$ cat src/rtl/addr_reg_file_stack.sv
// Address register file: NREGS registers, the top one a bounds-checked stack pointer with sticky flags.
// Optional macro ARF_WRITE_BYPASS_EN: loads are visible on the read ports in the same cycle.
module addr_reg_file_stack #(
  parameter int               WIDTH     = 16,
  parameter int               NREGS     = 4,
  parameter logic [WIDTH-1:0] SP_TOP    = WIDTH'(16'h00FF),
  parameter logic [WIDTH-1:0] SP_BOTTOM = WIDTH'(16'h00F0),
  parameter int               SELW      = $clog2(NREGS)
) (
  input  logic             Clock,
  input  logic             Reset_n,
  input  logic [WIDTH-1:0] I,
  input  logic [2:0]       FunSel,
  input  logic [NREGS-1:0] RegSel,
  input  logic             Push,
  input  logic             Pop,
  input  logic             ClrFlags,
  input  logic [SELW-1:0]  OutCSel,
  input  logic [SELW-1:0]  OutDSel,
  output logic [WIDTH-1:0] OutC,
  output logic [WIDTH-1:0] OutD,
  output logic             Overflow,
  output logic             Underflow
);

  localparam int SPIDX = NREGS - 1;
  localparam int NSEL  = 2 ** SELW;

  logic [WIDTH-1:0] regFile  [NREGS];
  logic [WIDTH-1:0] regNext  [NREGS-1];
  logic [WIDTH-1:0] readVals [NSEL];
  logic [WIDTH-1:0] spCur;
  logic [WIDTH-1:0] spNext;
  logic             overflowReg;
  logic             underflowReg;
  logic             overflowNext;
  logic             underflowNext;
  logic             pushOnly;
  logic             popOnly;

  function automatic logic [WIDTH-1:0] applyFun(input logic [2:0] fs,
                                                input logic [WIDTH-1:0] cur,
                                                input logic [WIDTH-1:0] din);
    case (fs)
      3'b001:  applyFun = '0;
      3'b010:  applyFun = din;
      3'b011:  applyFun = cur + WIDTH'(1);
      3'b100:  applyFun = cur - WIDTH'(1);
      3'b101:  applyFun = WIDTH'(din[7:0]);
      default: applyFun = cur;
    endcase
  endfunction

  genvar gi;
  generate
    for (gi = 0; gi < SPIDX; gi++) begin : gen_gp_next
      assign regNext[gi] = RegSel[gi] ? regFile[gi] : applyFun(FunSel, regFile[gi], I);
    end
  endgenerate

  assign spCur    = regFile[SPIDX];
  assign pushOnly = Push & ~Pop;
  assign popOnly  = Pop & ~Push;

  // Any stack request (even Push+Pop cancelling out) takes SP away from FunSel.
  always_comb begin
    spNext        = spCur;
    overflowNext  = overflowReg & ~ClrFlags;
    underflowNext = underflowReg & ~ClrFlags;
    if (pushOnly) begin
      if (spCur == SP_BOTTOM) overflowNext = 1'b1;
      else                    spNext = spCur - WIDTH'(1);
    end else if (popOnly) begin
      if (spCur == SP_TOP) underflowNext = 1'b1;
      else                 spNext = spCur + WIDTH'(1);
    end else if (!Push && !Pop && !RegSel[SPIDX]) begin
      spNext = applyFun(FunSel, spCur, I);
    end
  end

  always_ff @(posedge Clock) begin
    if (!Reset_n) begin
      for (int k = 0; k < SPIDX; k++) regFile[k] <= '0;
      regFile[SPIDX] <= SP_TOP;
      overflowReg    <= 1'b0;
      underflowReg   <= 1'b0;
    end else begin
      for (int k = 0; k < SPIDX; k++) regFile[k] <= regNext[k];
      regFile[SPIDX] <= spNext;
      overflowReg    <= overflowNext;
      underflowReg   <= underflowNext;
    end
  end

`ifdef ARF_WRITE_BYPASS_EN
  logic [NREGS-1:0] loadEn;
  generate
    for (gi = 0; gi < NREGS; gi++) begin : gen_load_en
      assign loadEn[gi] = (FunSel == 3'b010) && !RegSel[gi] && ((gi != SPIDX) || !(Push || Pop));
    end
  endgenerate
`endif

  // Read table padded to the full select range; unused selects read as zero.
  generate
    for (gi = 0; gi < NSEL; gi++) begin : gen_read
      if (gi < NREGS) begin : gen_live
`ifdef ARF_WRITE_BYPASS_EN
        assign readVals[gi] = loadEn[gi] ? I : regFile[gi];
`else
        assign readVals[gi] = regFile[gi];
`endif
      end else begin : gen_pad
        assign readVals[gi] = '0;
      end
    end
  endgenerate

  assign OutC      = readVals[OutCSel];
  assign OutD      = readVals[OutDSel];
  assign Overflow  = overflowReg;
  assign Underflow = underflowReg;

endmodule

$ cat config.mk
export PLATFORM = sky130hd
export DESIGN_NAME = addr_reg_file_stack
export DESIGN_NICKNAME = d
export VERILOG_FILES = /design/src/rtl/addr_reg_file_stack.sv
export SDC_FILE = /design/constraint.sdc
export NUM_CORES = 1
export LEC_CHECK = 0
export CAP_MARGIN = 10
export CORE_MARGIN = 5
export CORE_UTILIZATION = 53
export CTS_CLUSTER_SIZE = 24
export DETAILED_ROUTE_END_ITERATION = 16
export MAX_ROUTING_LAYER = met4
export PLACE_DENSITY = 0.78
export SETUP_SLACK_MARGIN = 0.5
export SYNTH_ARGS = -nofsm -noshare
export SYNTH_HDL_FRONTEND = slang
export SYNTH_SLANG_ARGS = --single-unit
$ cat constraint.sdc
create_clock -name Clock -period 3.6 [get_ports Clock]
set_clock_uncertainty 0.1 [all_clocks]
set_input_delay 0.54 -clock Clock [delete_from_list [all_inputs] [get_ports Clock]]
set_output_delay 0.54 -clock Clock [all_outputs]
set_load 0.1 [all_outputs]
==> impl_results.md <==
* Status: finished clean
* Compound-Gate Fraction of Synth Area at 0.275
* Fraction of the mapped netlist area in adder cells at 0.104
* Chip Width at 120 um
* First-pass GRT wire length at 34.6 mm
* Slew Limit Fails at 0
* CP required at 3.74 ns
* Die Area at 14500 sq um
* Critical Path AT at 3.23 ns
* TritonCTS clock tree: yes
* Grt total ovfl at 0
* PortBufs at 65
* Setup crit start kind: input port
* Layout cells sized above 1 at 0.176
* Vias per inst at 6.94
* Root buffer cell: clkbuf_16
* Mux share of post-synthesis cell area at 0.115
* 1st-iter DRT viols at 992
* CP max stage delay at 0.44 ns
* HPWL after DPL at 16.3 mm
* Routed WL at 22.3 mm
* Max_cap viols at 0
* Post-Syn Nets at 877
* Gpl congestion at 1.07
* Area Growth Syn to Fin at 24.9%
* Top cell type's share of synthesized area at 0.205
* Filler cell count at 962
* Achievable Freq at 324 MHz
* Worst-skew pair later-pin latency at 0.35 ns
* RSZ-0062 raised after global routing: true
* DRT Pass-1 Iters at 6
* Vias in the first global route at 6565
* Multi-input logic area at 4980 sq um
* Synth Flop Type: dfxtp_1
* Htree depth at 3
* Post-synth top cells: 83 x nand2_1, 66 x dfxtp_1, 66 x o21ai_0, 62 x nor2_1, 51 x a21oi_1
* Worst slew pin tran at 0.994 ns
* Vias at 6936
* Setup_tns at 0 ns
* Total CTS buffers at 9
* # IOs at 66
* YS warnings at 0
* Ys async rst share at 0
* Clock sink count at 66
* Post-Place Cells at 976
* Register area at 1320 sq um
* FP Rows at 40
* XOR/XNOR Fraction of Synth Area at 0.0598
* Leak at 3.22 nW
* Reg clk slew, reported paths at 0.06 ns
* Crit-path slowest cell: clkdlybuf4s50_1
* Syn Inst Count at 793
* Fin nets at 931
* Most numerous cell in the Yosys netlist: nand2_1
* Initial Util at 0.539
* Post-synthesis register bit count at 66
* DR WL/cell at 22.4 um
* Hold Path Class: reg2reg
* GRT Util Overall at 0.312
* Synth area leaders: dfxtp_1 20%, mux4_2 11%, ha_1 9.5%
* Netlist cell types at 67
* Antenna diodes at 0
* Largest net degree at the start of global routing at 36
* Hold Path Stages at 2
* Main combinational cell family by area after synthesis: compound AO/OA/AOI/OAI gates
* Critical path class: in2reg
* CTS Buffer Depth at 2
* Worst r2r path cells at 8
* Detail Route Antenna Nets at 0
* Initial antenna violation count at 0
* Crit Path Max Fanout at 8
* Layout Cells excl Fill at 999
* Crit-path cells: clkdlybuf4s50_1 -> nor2_2 -> nand2_4 -> inv_4 -> ha_1 -> a21oi_1 -> nor2b_1 -> o31ai_2 -> a21oi_2 -> a221oi_2 -> xnor2_1 -> a22o_1
* Post-synthesis sequential area ratio at 0.205
* Cell taking the most area after synthesis: dfxtp_1
* Core Box Area at 12000 sq um
* Post-synth EDFFs at 0
* Final setup violation count at 0
* Clock period minus worst slack at 3.09 ns
* Endpoint class of the critical path: register
* Synthesized area per cell at 8.13 sq um
* Cell Pwr Density at 330 nW/um^2
* Die Ht at 120 um
* Simple-gate area share of the yosys netlist at 0.198
* Mapped Area at 6450 sq um
* Max-Slew Margin vs Limit at 0.335
* Final hold violations at 0
* Peak supply drop at 0.000237 V
* # DRC at 0
* Fin crit share at 0.858
power by group:
group          total [mW]  internal, mW  switching (mW)
Combinational       0.938         0.360           0.578
Clock               0.875         0.521           0.354
Sequential          0.846         0.767          0.0787
sequential cells by signal, summed over array words and instances, names as in the netlist:
name       count
Underflow      1
Overflow       1
regFile       64
layout make-up:
| cell class | instances | share of cell area |
|---|---|---|
| clock inverter | 2 | 0.00124 |
| inverter | 16 | 0.00839 |
| timing repair buffer | 94 | 0.149 |
| timing repair inverter | 2 | 0.00217 |
| multi-input combinational | 658 | 0.618 |
| clock buffer | 14 | 0.0340 |
| tap | 147 | 0.0228 |
| sequential | 66 | 0.164 |
metrics by stage:
stage               hold slack [ns]   util  power (mW)  area (sq um)  setup WS, ns
finish                        0.396  0.674        2.66          8060         0.511
global placement              0.359  0.634        1.74          7580         0.105
floorplan                     0.360      -        1.45          6460         0.510
detailed placement            0.398  0.634        1.76          7580       0.00624
global route                  0.426  0.674        2.75          8060         0.450
CTS                           0.410  0.662        2.63          7920         0.506
placed cells by master (no fill, tap or decap), types with 12 or more instances in the layout:
| cell type | Yosys | final |
|---|---|---|
| a21o_1 | 16 | 16 |
| a21oi_1 | 51 | 46 |
| a31oi_1 | 16 | 16 |
| buf_12 | 0 | 33 |
| buf_4 | 0 | 26 |
| clkdlybuf4s50_1 | 0 | 32 |
| dfxtp_1 | 66 | 66 |
| ha_1 | 49 | 46 |
| inv_1 | 15 | 15 |
| mux4_2 | 32 | 32 |
| nand2_1 | 83 | 82 |
| nand3_1 | 20 | 20 |
| nor2_1 | 62 | 60 |
| nor2b_1 | 20 | 20 |
| o211ai_1 | 12 | 12 |
| o21ai_0 | 66 | 62 |
| o21ai_1 | 14 | 16 |
| xnor2_1 | 29 | 29 |
| xor2_1 | 15 | 15 |
cells by family (layout without fill, tap and decap cells):
kind of cell / count (synthesis) / count (layout)
flops: 66 / 66
compound gates: 270 / 270
mux: 34 / 34
buf+inv: 69 / 128
fa+ha+maj: 52 / 52
xor+xnor: 44 / 44
simple gates: 258 / 258
critical path, delay by kind of cell:
| family | cells | cell delay (ns) |
|---|---|---|
| compound gates | 5 | 1.25 |
| xor+xnor | 1 | 0.13 |
| fa+ha+maj | 1 | 0.31 |
| buf+inv | 2 | 0.60 |
| simple gates | 3 | 0.40 |
what timing repair did:
action                     in CTS  in global routing
pin swaps                       2                 13
gates cloned                    1                  1
resized for setup               6                 24
hold buffers                    0                  0
setup endpoints to repair      10                 17
buffers inserted                1                  4
layer usage:
metal	global-route usage	wire, um	vias to the layer above
li1	-	-	3107
met1	0.384	8300	3327
met2	0.514	10800	440
met3	0.0702	2650	62
met4	0.101	536	0
met5	-	0	-
final timing paths:
kind | startpoint | end | slack (ns)
worst max-delay path | FunSel[0] | regFile[1][15]$_SDFFE_PN0P_ | 0.51
worst min-delay path | Overflow$_SDFF_PN0_ | Overflow$_SDFF_PN0_ | 0.40
worst max register to register | regFile[3][9]$_SDFFE_PN0P_ | regFile[3][14]$_SDFFE_PN0P_ | 0.79
worst min register to register | Overflow$_SDFF_PN0_ | Overflow$_SDFF_PN0_ | 0.40
Note: power is estimated with default switching activity, not from simulation.
